**src/rtl/hazard_scoreboard.sv**
```systemverilog
// hazard_scoreboard
//   Decode-stage hazard unit for an in-order pipeline. It tracks destination
//   registers of outstanding loads (a pending bitmap plus an outstanding count),
//   keeps a short shift history of recently issued ALU writers so that D-stage
//   operands can be forwarded, stalls D on load-use / write-after-load hazards
//   or a full load queue, and counts stall cycles.
//
// Ports
//   i_clk, i_rst                  clock, synchronous active-high reset
//   i_d_valid                     D holds a valid instruction
//   i_d_rs1/i_d_rs2/i_d_rd        D register indices
//   i_d_use_rs1/i_d_use_rs2       D reads rs1 / rs2
//   i_d_wr_rd, i_d_is_load        D writes rd / D is a load
//   i_redirect                    taken branch in E, D squashed
//   i_hold                        external pipeline freeze
//   i_ld_done, i_ld_rd            load data returned for register i_ld_rd
//   o_issue, o_stall              D advances / D held on a hazard
//   o_rs1_fwd_sel, o_rs2_fwd_sel  0 = register file, k = history slot k-1
//   o_ld_outstanding              outstanding load count
//   o_err                         sticky: load return for a non-pending register
//   o_stall_cnt                   saturating count of stall cycles
module hazard_scoreboard #(
  parameter int FWD_DEPTH = 3,
  parameter int MAX_LD    = 4,
  parameter int CNT_W     = 32,
  localparam int SEL_W    = $clog2(FWD_DEPTH + 1)
) (
  input  logic             i_clk,
  input  logic             i_rst,
  input  logic             i_d_valid,
  input  logic [4:0]       i_d_rs1,
  input  logic [4:0]       i_d_rs2,
  input  logic [4:0]       i_d_rd,
  input  logic             i_d_use_rs1,
  input  logic             i_d_use_rs2,
  input  logic             i_d_wr_rd,
  input  logic             i_d_is_load,
  input  logic             i_redirect,
  input  logic             i_hold,
  input  logic             i_ld_done,
  input  logic [4:0]       i_ld_rd,
  output logic             o_issue,
  output logic             o_stall,
  output logic [SEL_W-1:0] o_rs1_fwd_sel,
  output logic [SEL_W-1:0] o_rs2_fwd_sel,
  output logic [3:0]       o_ld_outstanding,
  output logic             o_err,
  output logic [CNT_W-1:0] o_stall_cnt
);

  logic [31:0]          r_pend;
  logic [FWD_DEPTH-1:0] r_slot_v;
  logic [4:0]           r_slot_rd [FWD_DEPTH];
  logic [3:0]           r_ld_cnt;
  logic                 r_err;
  logic [CNT_W-1:0]     r_stall_cnt;

  logic             w_rs1_haz;
  logic             w_rs2_haz;
  logic             w_rd_haz;
  logic             w_ld_full;
  logic             w_hz;
  logic             w_issue;
  logic             w_stall;
  logic             w_ld_set;
  logic             w_ld_clr;
  logic             w_ld_bad;
  logic [31:0]      w_pend_nxt;
  logic [SEL_W-1:0] w_rs1_sel;
  logic [SEL_W-1:0] w_rs2_sel;

  assign w_rs1_haz = i_d_use_rs1 && (i_d_rs1 != 5'd0) && r_pend[i_d_rs1];
  assign w_rs2_haz = i_d_use_rs2 && (i_d_rs2 != 5'd0) && r_pend[i_d_rs2];
  assign w_rd_haz  = i_d_wr_rd   && (i_d_rd  != 5'd0) && r_pend[i_d_rd];
  assign w_ld_full = i_d_is_load && (r_ld_cnt == 4'(MAX_LD));
  assign w_hz      = i_d_valid && (w_rs1_haz || w_rs2_haz || w_rd_haz || w_ld_full);
  assign w_stall   = w_hz && !i_redirect && !i_hold;
  assign w_issue   = i_d_valid && !w_hz && !i_redirect && !i_hold;

  // Load-return handling ignores hold/redirect: memory answers regardless.
  assign w_ld_set = w_issue && i_d_is_load && (i_d_rd != 5'd0);
  assign w_ld_clr = i_ld_done && (i_ld_rd != 5'd0) && r_pend[i_ld_rd];
  assign w_ld_bad = i_ld_done && (i_ld_rd != 5'd0) && !r_pend[i_ld_rd];

  // Set is applied after clear so a same-register issue/return keeps the bit.
  always_comb begin
    w_pend_nxt = r_pend;
    if (w_ld_clr) w_pend_nxt[i_ld_rd] = 1'b0;
    if (w_ld_set) w_pend_nxt[i_d_rd]  = 1'b1;
  end

  // Scan oldest to youngest so the youngest matching slot wins.
  always_comb begin
    w_rs1_sel = '0;
    w_rs2_sel = '0;
    for (int i = FWD_DEPTH - 1; i >= 0; i--) begin
      if (r_slot_v[i] && (r_slot_rd[i] == i_d_rs1) && (i_d_rs1 != 5'd0) && i_d_use_rs1)
        w_rs1_sel = SEL_W'(i + 1);
      if (r_slot_v[i] && (r_slot_rd[i] == i_d_rs2) && (i_d_rs2 != 5'd0) && i_d_use_rs2)
        w_rs2_sel = SEL_W'(i + 1);
    end
  end

  always_ff @(posedge i_clk) begin
    if (i_rst) begin
      r_pend      <= '0;
      r_slot_v    <= '0;
      for (int i = 0; i < FWD_DEPTH; i++) r_slot_rd[i] <= 5'd0;
      r_ld_cnt    <= 4'd0;
      r_err       <= 1'b0;
      r_stall_cnt <= '0;
    end else begin
      if (!i_hold) begin
        for (int i = 1; i < FWD_DEPTH; i++) begin
          r_slot_v[i]  <= r_slot_v[i-1];
          r_slot_rd[i] <= r_slot_rd[i-1];
        end
        // Loads never forward from the history; their result arrives later.
        r_slot_v[0]  <= w_issue && i_d_wr_rd && !i_d_is_load && (i_d_rd != 5'd0);
        r_slot_rd[0] <= i_d_rd;
      end
      r_pend <= w_pend_nxt;
      case ({w_ld_set, w_ld_clr})
        2'b10:   if (r_ld_cnt < 4'(MAX_LD)) r_ld_cnt <= r_ld_cnt + 4'd1;
        2'b01:   if (r_ld_cnt != 4'd0)      r_ld_cnt <= r_ld_cnt - 4'd1;
        default: r_ld_cnt <= r_ld_cnt;
      endcase
      if (w_ld_bad) r_err <= 1'b1;
      if (w_stall && !(&r_stall_cnt)) r_stall_cnt <= r_stall_cnt + 1'b1;
    end
  end

  assign o_issue          = w_issue;
  assign o_stall          = w_stall;
  assign o_rs1_fwd_sel    = w_rs1_sel;
  assign o_rs2_fwd_sel    = w_rs2_sel;
  assign o_ld_outstanding = r_ld_cnt;
  assign o_err            = r_err;
  assign o_stall_cnt      = r_stall_cnt;

endmodule

```
**config.mk**
```make
export PLATFORM = sky130hd
export DESIGN_NAME = hazard_scoreboard
export DESIGN_NICKNAME = d
export VERILOG_FILES = /design/src/rtl/hazard_scoreboard.sv
export SDC_FILE = /design/constraint.sdc
export NUM_CORES = 1
export LEC_CHECK = 0
export CAP_MARGIN = 10
export CORE_MARGIN = 4
export CORE_UTILIZATION = 46
export CTS_CLUSTER_SIZE = 12
export DETAILED_ROUTE_END_ITERATION = 8
export GPL_TIMING_DRIVEN = 0
export PLACE_DENSITY_LB_ADDON = 0.3
export SYNTH_ARGS = -nofsm -noshare
export SYNTH_HDL_FRONTEND = slang
export SYNTH_SLANG_ARGS = --single-unit
```
**constraint.sdc**
```tcl
create_clock -name i_clk -period 5.8 [get_ports i_clk]
set_clock_uncertainty 0.1 [all_clocks]
set_input_delay 0.87 -clock i_clk [delete_from_list [all_inputs] [get_ports i_clk]]
set_output_delay 0.87 -clock i_clk [all_outputs]
set_load 0.03 [all_outputs]
```
# Yosys cells after proc, flatten, opt, wreduce, memory -nomap -nowiden
# Memory sizes are Yosys's and may differ from the RTL's.
# Cells that the tools add are included.
totals:
  reg_bits: 72
  ramBits: 15
  output_inout_bits: 43
  wordCells: 123
  n_memories: 1
memory_table:
  columns: ["name", "words", "width", "rd", "rd_clocked_by_memory_dff", "write_ports", "line", "rtl"]
  rows:
  - ["r_slot_rd", 3, 5, 3, 0, 3, "53", "logic [4:0] r_slot_rd [FWD_DEPTH];"]
classes:
  add_sub_neg: 3
  order_cmp: 7
  eq_ne: 11
  n_mux: 31
  bitwise: 6
  n_reduce_logical: 59
ops:
  columns: ["cell", "count"]
  rows:
  - ["$mux 32", 2]
  - ["$logic_and 1x1->1", 42]
  - ["$add 32x1->32 const B", 1]
  - ["$and 32x32->32", 1]
  - ["$not 32->32", 1]
  - ["$or 32x32->32", 1]
  - ["$reduce_and 32->1", 1]
  - ["$eq 5x5->1", 6]
  - ["$lt 5x6->1 const B", 4]
  - ["$bmux 1 s5", 4]
  - ["$reduce_bool 5->1", 4]
  - ["$mux 5", 3]
  - ["$mux 2", 6]
  - ["$mux 1", 11]
  - ["$demux 1 s5", 2]
  - ["$ge 5x1->1 const B", 2]
  - ["$mux 4", 2]
  - ["$pmux 4 s2", 1]
  - ["$logic_not 1->1", 6]
  - ["$add 4x1->4 const B", 1]
  - ["$eq 4x3->1 const B", 1]
  - ["$lt 4x3->1 const B", 1]
  - ["$ne 2x2->1 const B", 2]
  - ["$reduce_bool 4->1", 1]
  - ["other kinds (7)", 11]

# Logic depth before layout (Yosys ltp)
depth:
  ltp_word: 16
  mapped_depth: 18
  depth_no_buf: 16

# Least setup slack after synthesis
# No wires, ideal clock.
synth_path:
  path_kind: "in2reg"
  from: "input port i_d_rd[0]"
  to: "register r_ld_cnt[3] (netlist: o_ld_outstanding[3])"
  setup_time_ps: 128
  arrival_time_ps: 3876
  setup_slack_ps: 1697
  path_stages: 18
  n_path_buf: 2
  cell_sequence: "buf_4 buf_4 mux2_2 a22oi_1 o21ai_0 nor4bb_1 o211ai_1 or2_4 nor2_1 inv_1 ha_1 ha_1 a21o_1 a21oi_1 xnor2_1 nand2_1 xor2_1 nor2_1"
synth_via:
  elab_chain_cells: 15
  word_cells_on_any_way: 21
synth_lines:
  columns: ["element", "line", "rtl"]
  rows:
  - ["start: declaration", "33", "input logic [4:0] i_d_rd,"]
  - ["$bmux 1 s5 / $reduce_bool 5->1 (equally long branches)", "74, 81", null]
  - ["$mux 1 (implied by the code) / $logic_and 1x1->1 (equally long branches)", "74", "assign w_rd_haz = i_d_wr_rd && (i_d_rd != 5'd0) && r_pend[i_d_rd];"]
  - ["$logic_and 1x1->1", "74", null]
  - ["$logic_or 1x1->1 (2 in series)", "76", "assign w_hz = i_d_valid && (w_rs1_haz || w_rs2_haz || w_rd_haz || w_ld_full);"]
  - ["$logic_and 1x1->1", "76", null]
  - ["$logic_not 1->1", "78", "assign w_issue = i_d_valid && !w_hz && !i_redirect && !i_hold;"]
  - ["$logic_and 1x1->1 (3 in series)", "78", null]
  - ["$logic_and 1x1->1", "81", "assign w_ld_set = w_issue && i_d_is_load && (i_d_rd != 5'd0);"]
  - ["$logic_and 1x1->1 (*)", "81", null]
  - ["$eq 2x1->1 / $eq 2x2->1 (equally long branches)", "123", "case ({w_ld_set, w_ld_clr})"]
  - ["$ne 2x2->1 (no line) / $reduce_bool 2->1 (equally long branches)", null, null]
  - ["$reduce_and 3->1 (no line)", null, null]
  - ["end signal: assignment", "124", "2'b10: if (r_ld_cnt < 4'(MAX_LD)) r_ld_cnt <= r_ld_cnt + 4'd1;"]
  - ["end signal: assignment", "125", "2'b01: if (r_ld_cnt != 4'd0) r_ld_cnt <= r_ld_cnt - 4'd1;"]
  - ["end signal: assignment", "126", "default: r_ld_cnt <= r_ld_cnt;"]
  - ["end: declaration", "54", "logic [3:0] r_ld_cnt;"]
# Every way passes the cells marked *; elsewhere a longest branch is shown, timed or not. The select of a mux whose other input is x is not followed.
# A chain may end at the register's enable or synchronous reset.

# Worst setup path in the final report
layout_path:
  from: "input port i_d_rs2[2]"
  to: "output port o_stall"
layout_via:
  elab_chain_cells: 9
  word_cells_on_any_way: 11
layout_lines:
  columns: ["element", "line", "rtl"]
  rows:
  - ["start: declaration", "32", "input logic [4:0] i_d_rs2,"]
  - ["$bmux 1 s5 / $reduce_bool 5->1 (equally long branches)", "73", "assign w_rs2_haz = i_d_use_rs2 && (i_d_rs2 != 5'd0) && r_pend[i_d_rs2];"]
  - ["$mux 1 (implied by the code) / $logic_and 1x1->1 (equally long branches)", "73", null]
  - ["$logic_and 1x1->1 (*)", "73", null]
  - ["$logic_or 1x1->1 (*) (3 in series)", "76", null]
  - ["$logic_and 1x1->1 (*)", "76", null]
  - ["$logic_and 1x1->1 (*) (2 in series)", "77", "assign w_stall = w_hz && !i_redirect && !i_hold;"]
  - ["end: declaration", "43", "output logic o_stall,"]
# Marks and branches as above.

==> flow_metrics.py <==
metrics = {
    "power_and_ir_drop": {
        "power_leakage_nw": 2.249,
        "power_w": 0.001372,
        "peakVddDrop_mv": 0.1536,
        "powerDensity_nw_per_um2": 203.5,
    },
    "place": {
        "portBuffers": 63,
        "gp_congestion": 0.9854,
        "place_ws_ps": 256.1,
        "hpwl_um": 12270,
    },
    "cells_and_area": {
        "fin_nets": 709,
        "antenna_cells": 0,
        "layout-drive-gt1-share_pct": 11.50,
        "final_common_cell": "dfxtp_1",
        "layout_common_cells": "dfxtp_1, clkdlybuf4s50_1, o21ai_0, nor2_1, o211ai_1",
        "area_growth_pct": 19.79,
        "final.fill_count": 1080,
        "utilization_pct": 56.13,
    },
    "sta": {
        "relSlewSlack_pct": 36.51,
        "slew_violations": 0,
        "fmax_mhz": 175.5,
        "tns_ps": 0,
        "setup_viol": 0,
        "fin_crit_sh_pct": 98.23,
        "period_minus_slack_ps": 5697,
        "final-hold-violation-count": 0,
        "rsz0062_at_grt": "no",
        "worst_pin_slew_ps": 940.0,
        "fin_ws_ps": 102.5,
    },
    "drt": {
        "drtIter0Drc": 657,
        "post_drt_wl_per_cell_um": 20.65,
        "via_per_inst": 6.432,
        "routed_wl_um": 17040,
        "ant_nets": 0,
        "drtPass1Iterations": 6,
        "routed-via-count": 5306,
        "drc_errors": 0,
    },
    "floorplanning": {
        "rows": 40,
        "core_area_um2": 12010,
        "die_h_um": 118.6,
        "die_width_um": 118.6,
        "start_util_pct": 46.85,
        "die_area_um2": 14070,
        "io_pins": 73,
    },
    "setup_path": {
        "cp_max_fo": 10,
        "worstSetupEndpointType": "output pin",
        "required_ps": 4830,
        "crit_type": "primary input to output pin",
        "critPathLaunchType": "primary input",
        "worst-endpoint-arrival_ps": 4730,
    },
    "logic_synthesis": {
        "synth_cell_types": 65,
        "syn_area_um2": 5628,
        "synth_edf_count": 15,
        "async_reset_ff_share_pct": 0,
        "yosysSeqAreaShare_pct": 33.61,
        "ys_seq_elements": 87,
        "netlist_instances": 599,
        "syn-num-nets": 635,
        "synthesis.area_per_instance_um2": 9.395,
        "ys_warn_count": 0,
        "synth_ff_type": "dfxtp_1",
    },
    "clock_tree": {
        "clk_latency_ps": 350,
        "cts_tree": "done",
        "clockRootBuffer": "clkbuf_16",
        "cts_hold_buffers": 0,
        "cts_setup_buffers": 0,
        "cts-resized-gates": 0,
        "cts.sink_count": 87,
        "htree_levels": 3,
        "cts_buffers": 9,
        "path_clk_slew_ps": 60,
        "clock_path_buffers": 2,
    },
    "grt": {
        "grt_remaining_overflow": 0,
        "antenna_found_initial": 0,
        "grt_use_total_pct": 23.96,
        "grt_pass1_wl_um": 27060,
        "grt_pass1_vias": 5121,
        "grt_start_max_net_pins": 16,
    },
    "run": {
        "drv_cap": 0,
    },
    "hold_path": {
        "hp-class": "flop to flop",
    },
    "run_status": {
        "status": "finished clean",
    },
}
==> critical path, cell delays in order <==
cell and delay [ps]:
clkdlybuf4s50_1 560, buf_2 320, mux4_2 340, mux2_2 280
o311ai_1 490, o211ai_1 320, o21ai_4 330, buf_2 300
buf_2 260, inv_1 60, clkdlybuf4s50_1 590
==> power breakdown <==
part / internal, W / leakage [nW] / switching, W
sequential: 0.000624 / 0.745 / 0.00000997
clock: 0.000343 / 0.148 / 0.000245
combinational: 0.0000629 / 1.36 / 0.0000866
total: 0.00103 / 2.25 / 0.000342
==> sequential cells by signal (all words and copies together) (netlist names) <==
register,flops
o_ld_outstanding,4
o_stall_cnt,32
o_err,1
r_slot_v,3
r_pend,32
r_slot_rd,15
==> layer usage <==
layer,GRT usage (%),share of wire (%)
met1,33.37,44
met2,37.23,45
met3,5.120,8.9
met4,7.603,2.6
met5,0,0
==> final cells by class <==
| cell class | instances | area [um2] | area share (%) |
|---|---|---|---|
| Buffer | 40 | 245.2 | 3.638 |
| Multi-Input combinational cell | 446 | 3393 | 50.33 |
| Clock buffer | 10 | 239.0 | 3.545 |
| Inverter | 26 | 97.59 | 1.448 |
| Sequential cell | 87 | 1892 | 28.06 |
| Clock inverter | 6 | 60.06 | 0.8909 |
| Timing Repair Buffer | 63 | 630.6 | 9.354 |
| Tap cell | 147 | 183.9 | 2.728 |
==> Yosys cell counts (all sizes together) (14+ instances only) <==
| master | instances | share of area, % |
|---|---|---|
| nand2 | 31 | 2.1 |
| nand4 | 14 | 1.6 |
| buf | 17 | 2.5 |
| edfxtp | 15 | 8.0 |
| inv | 25 | 1.7 |
| o211ai | 32 | 4.3 |
| o21ai | 43 | 4.0 |
| o31ai | 14 | 2.0 |
| clkbuf | 23 | 1.9 |
| dfxtp | 72 | 26 |
| xnor2 | 21 | 3.3 |
| a21oi | 24 | 2.1 |
| or4 | 16 | 2.2 |
| and2 | 16 | 1.8 |
| mux4 | 27 | 11 |
| mux2 | 16 | 3.2 |
| nand3 | 30 | 2.8 |
| xor2 | 14 | 2.2 |
| nor2 | 35 | 2.3 |
==> logic make-up after synthesis <==
| group | after synthesis | synth area share, % |
|---|---|---|
| and+or+nand+nor | 206 | 20.21 |
| AOI/OAI and AO/OA | 146 | 16.92 |
| muxes | 53 | 16.25 |
| buffers and inverters | 66 | 6.092 |
| adders and majority gates | 6 | 1.467 |
| xor gates and xnor gates | 35 | 5.447 |
| DFF | 87 | 33.61 |
==> per-stage QoR <==
step	instance area (um2)	std cells	hold WS (ps)
final	6741	825	374.0
after global routing	6741	825	403.3
after CTS	6741	825	381.5
after detailed placement	6442	809	366.4
after global placement	6442	809	361.0
after floorplan	5628	599	355.0
==> final timing paths <==
kind,start,endpoint,slack [ps],cells past startpoint
setup / recovery,i_d_rs2[2],o_stall,100,11
hold reg to reg,o_err,o_err,370,2
setup reg to reg,r_pend[29],o_ld_outstanding[3],1730,15
hold / removal,o_err,o_err,370,2
No activity file was read; power rests on OpenSTA's default activity.
